===== config.mk =====
export PLATFORM = sky130hd
export DESIGN_NAME = lcd_phy_arb
export DESIGN_NICKNAME = d
export VERILOG_FILES = /design/src/rtl/lcd_phy_arb.sv
export SDC_FILE = /design/constraint.sdc
export NUM_CORES = 1
export LEC_CHECK = 0
export ABC_CLOCK_PERIOD_IN_PS = 3950
export CORE_ASPECT_RATIO = 0.9
export CORE_UTILIZATION = 50
export CTS_CLUSTER_SIZE = 25
export DETAILED_ROUTE_END_ITERATION = 6
export PLACE_DENSITY = 0.84
export SYNTH_ARGS = -nofsm -noshare
export SYNTH_HDL_FRONTEND = slang
export SYNTH_SLANG_ARGS = --single-unit

===== constraint.sdc =====
create_clock -name clk -period 3.95 [get_ports clk]
set_clock_uncertainty 0.15 [all_clocks]
set_input_delay 0.79 -clock clk [delete_from_list [all_inputs] [get_ports clk]]
set_output_delay 0.79 -clock clk [all_outputs]
set_load 0.1 [all_outputs]

===== src/rtl/lcd_phy_arb.sv =====
// Arbitrates the shared 8-bit LCD PHY between the command player and the 16-bit pixel stream.
// Command sequences are atomic, and pixel frames run to completion once started.
module lcd_phy_arb #(
  parameter int NPIX_W = 17
) (
  input  logic              clk,
  input  logic              rst,
  input  logic [7:0]        cmd_data,
  input  logic              cmd_rs,
  input  logic              cmd_valid,
  output logic              cmd_ready,
  input  logic              cmd_busy,
  input  logic [15:0]       pix_data,
  input  logic              pix_valid,
  output logic              pix_ready,
  input  logic              ctl_start,
  input  logic              ctl_sync,
  input  logic [NPIX_W-1:0] ctl_npix,
  output logic              ctl_busy,
  output logic              ctl_done,
  input  logic              phy_fmark_stb,
  output logic [7:0]        phy_data,
  output logic              phy_rs,
  output logic              phy_valid,
  input  logic              phy_ready
);

  // state   | meaning
  // IDLE    | PHY idle; picks commands first, then any pending frame
  // CMD     | command player owns the PHY until valid and busy both drop
  // FM_WAIT | synced frame pending, waiting for the tearing strobe
  // PIX     | streaming pixels, high byte then low byte
  typedef enum logic [1:0] {IDLE, CMD, FM_WAIT, PIX} state_t;

  state_t            state;
  logic              phase;
  logic              start_pend;
  logic              sync_q;
  logic [NPIX_W-1:0] npix_q;
  logic [NPIX_W-1:0] count;
  logic              cmd_req;
  logic              pix_xfer;

  assign cmd_req  = cmd_valid | cmd_busy;
  assign pix_xfer = pix_valid & phy_ready;
  assign ctl_busy = start_pend | (state == PIX);

  always_comb begin
    phy_data  = '0;
    phy_rs    = 1'b0;
    phy_valid = 1'b0;
    cmd_ready = 1'b0;
    pix_ready = 1'b0;
    case (state)
      CMD: begin
        phy_data  = cmd_data;
        phy_rs    = cmd_rs;
        phy_valid = cmd_valid;
        cmd_ready = phy_ready;
      end
      PIX: begin
        phy_data  = phase ? pix_data[7:0] : pix_data[15:8];
        phy_rs    = 1'b1;
        phy_valid = pix_valid;
        pix_ready = phy_ready & pix_valid & phase;
      end
      default: ;
    endcase
  end

  always_ff @(posedge clk or posedge rst) begin
    if (rst) begin
      state      <= IDLE;
      phase      <= 1'b0;
      start_pend <= 1'b0;
      sync_q     <= 1'b0;
      npix_q     <= '0;
      count      <= '0;
      ctl_done   <= 1'b0;
    end else begin
      ctl_done <= 1'b0;
      // Requests are only latched while nothing is pending or streaming.
      if (ctl_start && !ctl_busy) begin
        start_pend <= 1'b1;
        sync_q     <= ctl_sync;
        npix_q     <= ctl_npix;
      end
      case (state)
        IDLE: begin
          if (cmd_req) begin
            state <= CMD;
          end else if (start_pend) begin
            if (npix_q == '0) begin
              start_pend <= 1'b0;
              ctl_done   <= 1'b1;
            end else if (sync_q) begin
              state <= FM_WAIT;
            end else begin
              state      <= PIX;
              start_pend <= 1'b0;
              count      <= npix_q - NPIX_W'(1);
              phase      <= 1'b0;
            end
          end
        end
        CMD: begin
          if (!cmd_req) state <= IDLE;
        end
        FM_WAIT: begin
          // The strobe wins over a simultaneous command; a preempted wait keeps its pending frame.
          if (phy_fmark_stb) begin
            state      <= PIX;
            start_pend <= 1'b0;
            count      <= npix_q - NPIX_W'(1);
            phase      <= 1'b0;
          end else if (cmd_req) begin
            state <= CMD;
          end
        end
        PIX: begin
          if (pix_xfer) begin
            phase <= ~phase;
            if (phase) begin
              if (count == '0) begin
                state    <= IDLE;
                ctl_done <= 1'b1;
              end else begin
                count <= count - NPIX_W'(1);
              end
            end
          end
        end
        default: state <= IDLE;
      endcase
    end
  end

endmodule


### After elaboration in Yosys (flattened, before gate mapping)

Cells that the tools add are included.

| cells by class | value |
|---|---|
| bitwise operators | 5 |
| reduce and logical (&&, ||, !) cells | 9 |
| add/subtract/negate cells | 2 |
| equality and inequality tests | 16 |
| mux-type cells | 47 |

Operator list:

| kind | count |
|---|---|
| two-way mux 17 bit | 8 |
| one-hot mux 17 bit (3 select lines) | 1 |
| logical NOT 17 bit | 2 |
| subtractor 17 x 1 -> 17 bit (second input constant) | 2 |
| two-way mux 1 bit | 21 |
| two-way mux 2 bit | 9 |
| inequality test 2 bit (second input constant) | 9 |
| one-hot mux 8 bit (2 select lines) | 1 |
| AND reduction 7 bit | 2 |
| inequality test 3 bit (second input constant) | 3 |
| AND reduction 9 bit | 1 |
| two-way mux 8 bit | 1 |
| one-hot mux 1 bit (2 select lines) | 4 |
| one-hot mux 2 bit (4 select lines) | 1 |
| == test 2 bit (second input constant) | 2 |
| one-hot mux 1 bit (3 select lines) | 1 |
| nonzero test 3 bit | 1 |
| bitwise AND 1 bit | 2 |
| == test 2 x 1 -> 1 bit (second input constant) | 1 |
| logical NOT 2 bit | 1 |
| inequality test 2 x 1 -> 1 bit (second input constant) | 1 |
| OR 1 bit | 2 |
| logical AND 1 bit | 1 |
| logical NOT 1 bit | 1 |
| NOT 1 bit | 1 |

| storage, ports and cells | value |
|---|---|
| input port bits | 51 |
| bits in registers | 40 |
| output and inout port bits | 14 |

### Depth between registers and ports, before layout

Gate-level depths: netlist (run 1).

| logic depth | value |
|---|---|
| depth in word-level cells | 10 |
| mapped depth | 12 |
| gate-level depth less buffers | 8 |

### Worst setup path before layout (run 1)

OpenSTA, ideal clock, no wires.

| path | value |
|---|---|
| kind | register to output |
| from | reg state[0] |
| to | out phy_data[0] |
| data required time | 3.010 ns |
| stages on the path, launching flop included | 8 |
| data arrival time | 3.394 ns |
| path slack | -0.384 ns |
| cells stage by stage | dfrtp_1 -> ha_1 -> buf_6 -> buf_2 -> inv_1 -> clkbuf_8 -> clkbuf_1 -> o21ai_0 |

| on the way | value |
|---|---|
| cells in the longest elaborated chain, start to end | 2 |
| elaborated cells between the ends (all ways) | 3 |
| those cells by class | 2 x eq/ne; 1 x mux |

RTL lines:

| element | line | text |
|---|---|---|
| start: declaration | 35 | `state_t state;` |
| start signal: assignment | 73 | `state <= IDLE;` |
| start signal: assignment | 91 | `state <= CMD;` |
| start signal: assignment | 97 | `state <= FM_WAIT;` |
| == test 2 bit / == test 2 x 1 -> 1 bit (equally long branches) | 54 | `case (state)` |
| one-hot mux 8 bit (2 select lines) * | 54 |  |
| end: declaration | 22 | `output logic [7:0] phy_data,` |

Every way passes the cells marked *; elsewhere a longest branch is shown, timed or not.

### Worst setup path after layout (run 1)

| path | value |
|---|---|
| from | reg state[0] |
| to | out phy_data[4] |

Same word-level chain as after synthesis.

==> metrics.csv, run 1 <==
stage;metric;value;unit
outcome;outcome;finished, final reports clean;
floorplan;num rows;25;
placement;DP HPWL;5490;um
floorplan;core footprint;0.00541;mm2
global_routing;antenna violations before repair;0;
synth;cell area after synthesis;0.00290;mm2
power_and_ir_drop;total power divided by cell area;833;mW/mm2
worst_setup_path;R2R setup slack;810;ps
cts;CTS tree;built;
worst_setup_path;Crit Path Category;flop to output port;
floorplan;die height;74.3;um
detailed_routing;post-route ant nets;0;
floorplan;Die X;82.3;um
synth;Area contributors post-synth;dfrtp_1, mux2_2, mux2i_1;
synth;adder-cell share of the synthesized area;0.0216;
detailed_routing;DRC Markers;0;
global_routing;number of global-route vias before repair;2551;
synth;number of flops mapped to enable cells by yosys;0;
cts;clk buf depth;2;
power_and_ir_drop;Worst VDD drop;0.695;mV
worst_setup_path;critical path startpoint category;flop;
final_layout;commonest non-fill, non-tap cell in the layout;clkdlybuf4s50_1;
worst_hold_path;Hold Path Sink;npix_q[15];
final_layout;most frequent cells in the layout;clkdlybuf4s50_1, dfrtp_1, nand2_1;
final_layout;Antenna Cells;0;
floorplan;die area;0.00611;mm2
synth;Synth Instances;304;
synth;Synth Area in Compound Gates;0.224;
synth;number of distinct library cells after synthesis;72;
sta;RSZ-0062 raised after global routing;no;
floorplan;starting density of the core;0.536;
power_and_ir_drop;Leak Pwr;1.40;nW
final_layout;Net count, final;422;
synth;Yosys reg bits;40;
sta;Slew Limit Fails;0;
detailed_routing;DRT iter0 DRCs;292;
global_routing;largest net degree at the start of global routing;41;
global_routing;Total GRT Usage;0.270;
cts;total CTS buffers;5;
cts;CTS root buf;clkbuf_8;
synth;post-synth top area cell;dfrtp_1;
sta;WHS;425;ps
sta;Final Hold Fails;0;
final_layout;layout cells sized above 1;0.199;
detailed_routing;routed wire length;7450;um
final_layout;area delta synth->final;28.7;%
synth;post-synthesis mux area share;0.115;
placement;Placed Cells;426;
detailed_routing;wire per inst;17.2;um
final_layout;Multi-input gate area;0.00176;mm2
sta;final setup fails;0;
synth;Main synth FF type;dfrtp_1;
final_layout;Register Area;0.00100;mm2
worst_setup_path;CP Data Arrival Time;2320;ps
sta;Tcrit/Tclk final;0.824;
synth;syn nets;360;
synth;Post-synth ARST share;1.00;
global_routing;global route overflow;0;
sta;relative slew slack;0.353;
synth;Seq/Total Area, Yosys;0.345;
synth;largest family of logic cells by synthesized area;compound AO/OA/AOI/OAI gates;
cts;clock tree sinks;40;
sta;time the worst path needs with I/O delays and setup;3260;ps
cts;# resized after CTS;0;
sta;worst slew pin tran;968;ps
worst_setup_path;crit-path max FO;17;
worst_setup_path;reg-to-reg startpoint;state[0];
cts;hold buffer count at CTS;0;
worst_setup_path;r2r worst-path depth;8;
worst_hold_path;Hold Path Class;flop to flop;
worst_setup_path;Reg2Reg Capture Point;count[16];
global_routing;first-pass GRT wire length;12400;um
synth;Synth top area share;0.345;
run;MaxCap Viol Count;0;
sta;f_max;307;MHz
synth;syn avg cell area;9.54;um2
cts;clock slew at reported path FFs;80;ps
synth;warning count from the yosys run;0;
cts;# Post-CTS Setup Buffers;0;
final_layout;final non-filler cell total;434;
cts;maximum level of the CTS H-tree;2;
worst_hold_path;Worst Hold Depth;1;
final_layout;fillers;451;
cts;worst skew pair latency;290;ps
worst_setup_path;kind of end point of the critical path;output port;
synth;simple-gate share of the synthesized area;0.203;
power_and_ir_drop;Total Power;3.11;mW
detailed_routing;drt via density;6.09;
detailed_routing;via count;2643;
synth;Synth Area in XOR/XNOR;0.0423;
placement;GPL Wtd Cong;0.956;
worst_setup_path;Worst EP required;3010;ps
detailed_routing;drt first pass iters;4;
placement;port buffer count;64;
worst_hold_path;worst hold start;npix_q[15];
floorplan;Ports;65;
-- synthesized netlist by cell type (all sizes together), types with 3 or more instances --
library cell and number:
buf 8, or3 3, xor2 6, nand4 3, ha 5, or4 4, o311ai 3, inv 8
o21ai 26, clkbuf 7, nor3 16, o211ai 4, and2 3, a2bb2oi 3, dfrtp 40, nand2 25
nand3 10, xnor2 8, a31oi 3, nor4 5, nor2 24, a21oi 19, mux2 19, mux2i 12
-- power by group --
part | switching, mW | leakage, nW | internal, mW
clock network | 0.144 | 0.0445 | 0.142
registers | 0.333 | 0.473 | 0.617
logic | 1.11 | 0.884 | 0.759
-- routing by layer --
metal  part of all wire  GRT usage
met5                  0          0
met1               0.42      0.375
met2               0.48      0.416
met3              0.082     0.0491
met4              0.020      0.109
-- critical path, stage by stage (launching register included) --
cell and delay [ps]:
dfrtp_1 400, ha_1 620, inv_1 350, o21ai_0 410
buf_12 230
-- through the flow --
| step | worst slack [ps] | instance area (um2) | setup TNS, ps | util |
|---|---|---|---|---|
| finish | 695 | 3730 | 0 | 0.690 |
| global route | 565 | 3730 | 0 | 0.690 |
| CTS | 691 | 3730 | 0 | 0.690 |
| detailed placement | 728 | 3640 | 0 | 0.672 |
| global placement | 809 | 3640 | 0 | 0.672 |
| floorplan | -384 | 2900 | -3070 | - |
-- worst max path at each step --
| stage | start | endpoint |
|---|---|---|
| after floorplan | state[0] | phy_data[0] |
| after detailed placement | cmd_busy | count[0] |
| final | state[0] | phy_data[4] |
| after global routing | state[0] | phy_data[4] |
| after CTS | state[0] | phy_data[5] |
| after global placement | cmd_busy | count[0] |
-- layout make-up --
cell class,instances,share of cell area
clock inverters,1,0.00201
well taps,67,0.0225
repair buffers,70,0.205
flip-flops and latches,40,0.268
inverters,8,0.00805
multi-input cells,241,0.471
clock buffers,7,0.0231
-- flip-flops by register name (all words and copies together), names as in the netlist --
signal      count
count          17
ctl_done        1
sync_q          1
npix_q         17
start_pend      1
state           2
phase           1
-- logic make-up after synthesis --
group,Yosys count
and+or+nand+nor,104
adders and majority gates,5
xor gates and xnor gates,14
AOI/OAI and AO/OA,87
buffers and inverters,23
muxes,31
DFF,40
(Power assumes the default switching activity.)
==> run 2: changes to the inputs <==
ABC_CLOCK_PERIOD_IN_PS = 2900   (was 3950)
CORE_UTILIZATION = 46   (was 50)
PLACE_DENSITY = 0.82   (was 0.84)
clock period = 2.9 ns   (was 3.95 ns; I/O delays follow)
==> metrics.csv, run 2 (same netlist as run 1, synthesis figures left out) <==
stage;metric;value;unit;change
cts;clock tree sinks;40;;unchanged
final_layout;area delta synth->final;35.1;%;
final_layout;final non-filler cell total;469;;+8.1%
worst_setup_path;crit-path max FO;21;;+4
cts;clk buf depth;2;;unchanged
power_and_ir_drop;Worst VDD drop;0.865;mV;+24%
sta;Tcrit/Tclk final;0.919;;
floorplan;num rows;27;;+8.0%
global_routing;first-pass GRT wire length;13000;um;+4.6%
sta;Final Hold Fails;0;;unchanged
sta;f_max;375;MHz;
global_routing;global route overflow;0;;unchanged
detailed_routing;DRT iter0 DRCs;298;;+2.1%
placement;Placement Setup Slack;110;ps;-618 ps
sta;final setup fails;0;;unchanged
worst_setup_path;max incr delay on CP;400;ps;-220 ps
cts;total CTS buffers;5;;unchanged
detailed_routing;post-route ant nets;0;;unchanged
final_layout;commonest non-fill, non-tap cell in the layout;clkdlybuf4s50_1;;
global_routing;largest net degree at the start of global routing;41;;unchanged
final_layout;most frequent cells in the layout;clkdlybuf4s50_1, dfrtp_1, nand2_1;;
outcome;outcome;finished, final reports clean;;
cts;maximum level of the CTS H-tree;2;;unchanged
detailed_routing;wire per inst;16.7;um;-2.9%
floorplan;die area;0.00663;mm2;+8.5%
global_routing;Total GRT Usage;0.248;;-0.0217
power_and_ir_drop;total power divided by cell area;1120;mW/mm2;+35%
sta;RSZ-0062 raised after global routing;no;;
worst_setup_path;critical path's slowest cell;dfrtp_1;;
worst_setup_path;cells along the critical path;ha_2 -> buf_4 -> nor3b_1 -> o21ai_2 -> nor3_2 -> nand2_1 -> o311ai_0 -> o211ai_1;;
floorplan;die height;77.3;um;+4.1%
detailed_routing;drt first pass iters;5;;+1
placement;DP HPWL;5890;um;+7.3%
detailed_routing;drt via density;5.88;;-3.4%
worst_hold_path;Worst Hold Depth;1;;unchanged
run;MaxCap Viol Count;0;;unchanged
cts;hold buffer count at CTS;0;;unchanged
detailed_routing;DRC Markers;0;;unchanged
final_layout;Antenna Cells;0;;unchanged
sta;setup slack after layout;234;ps;-460 ps
worst_setup_path;Crit Path Category;flop to flop;;
placement;GPL Wtd Cong;0.917;;-4.0%
sta;relative slew slack;0.584;;+0.231
worst_setup_path;kind of end point of the critical path;flop;;
cts;# resized after CTS;0;;unchanged
cts;worst skew pair latency;290;ps;about the same
floorplan;starting density of the core;0.474;;-0.0616
sta;Slew Limit Fails;0;;unchanged
cts;# Post-CTS Setup Buffers;0;;unchanged
placement;port buffer count;64;;unchanged
worst_hold_path;Hold Path Class;flop to flop;;
final_layout;Regs by FF count;count: 17 flops, npix_q: 17 flops, state: 2 flops;;
floorplan;core footprint;0.00611;mm2;+13%
final_layout;layout cells sized above 1;0.236;;+0.0367
worst_setup_path;critical path startpoint category;flop;;
final_layout;Net count, final;437;;+3.6%
worst_setup_path;r2r worst-path depth;8;;unchanged
cts;clock slew at reported path FFs;80;ps;about the same
sta;time the worst path needs with I/O delays and setup;2670;ps;
power_and_ir_drop;Leak Pwr;1.49;nW;+6.3%
worst_setup_path;Worst EP required;2900;ps;-110 ps
cts;CTS tree;built;;
worst_setup_path;CP Data Arrival Time;2670;ps;+350 ps
global_routing;antenna violations before repair;0;;unchanged
detailed_routing;via count;2759;;+4.4%
sta;worst slew pin tran;619;ps;-349 ps
cts;CTS root buf;clkbuf_8;;
global_routing;number of global-route vias before repair;2640;;+3.5%
floorplan;Ports;65;;unchanged
detailed_routing;routed wire length;7830;um;+5.0%
placement;Placed Cells;461;;+8.2%
floorplan;Die X;85.7;um;+4.2%
[run 2: changes by cell type in the layout (fill, tap and decap cells not counted), sizes merged]
| cell | before | now |
|---|---|---|
| clkdlybuf4s50 | 51 | 50 |
| clkinvlp | 1 | 0 |
| clkbuf | 7 | 8 |
| buf | 19 | 35 |
[run 2: power breakdown]
group / switching, mW / internal, mW
Clock: 0.194 / 0.194
Sequential: 0.427 / 0.842
Combinational: 1.59 / 1.16
Total: 2.21 / 2.20
[run 2: final timing paths]
path | slack [ps] | to | from
hold / removal | 420 | npix_q[15] | npix_q[15]
min in group asynchronous | 560 | count[10] | rst
max in group asynchronous | 1680 | sync_q | rst
setup / recovery | 230 | count[16] | state[0]
setup reg to reg | 230 | count[16] | state[0]
hold reg to reg | 420 | npix_q[15] | npix_q[15]
[run 2: cell type report]
class	instances	area [um2]
tap	87	109
sequential	40	1000
fill	496	2200
clock buffer	8	90.1
timing repair buffer	85	926
inverter	8	30.0
multi-input combinational	241	1760
[run 2: through the flow]
stage / total power [mW] / setup TNS (ps) / hold slack (ps) / utilization / instance area (um2)
6_report: 4.41 / 0 / 418 / 0.641 / 3920
5_1_grt: 4.67 / 0 / 461 / 0.641 / 3920
3_3_place_gp: 3.91 / 0 / 393 / 0.626 / 3830
4_1_cts: 4.38 / 0 / 418 / 0.640 / 3920
2_1_floorplan: 3.13 / -3930 / 367 / - / 2900
3_5_place_dp: 3.99 / 0 / 400 / 0.626 / 3830
[run 2: metal layers]
| layer | vias up | track usage | part of all wire |
|---|---|---|---|
| met2 | 124 | 0.406 | 0.49 |
| li1 | 1290 | - | - |
| met5 | - | 0 | 0 |
| met1 | 1333 | 0.341 | 0.43 |
| met3 | 12 | 0.0436 | 0.072 |
| met4 | 0 | 0.0633 | 0.014 |
[run 2: worst max-delay path, delay by kind of cell (launching register included)]
family | cells | cell delay (ps)
fa+ha+maj | 1 | 340
buf+inv | 1 | 290
flops | 1 | 400
simple gates | 3 | 700
compound gates | 3 | 650
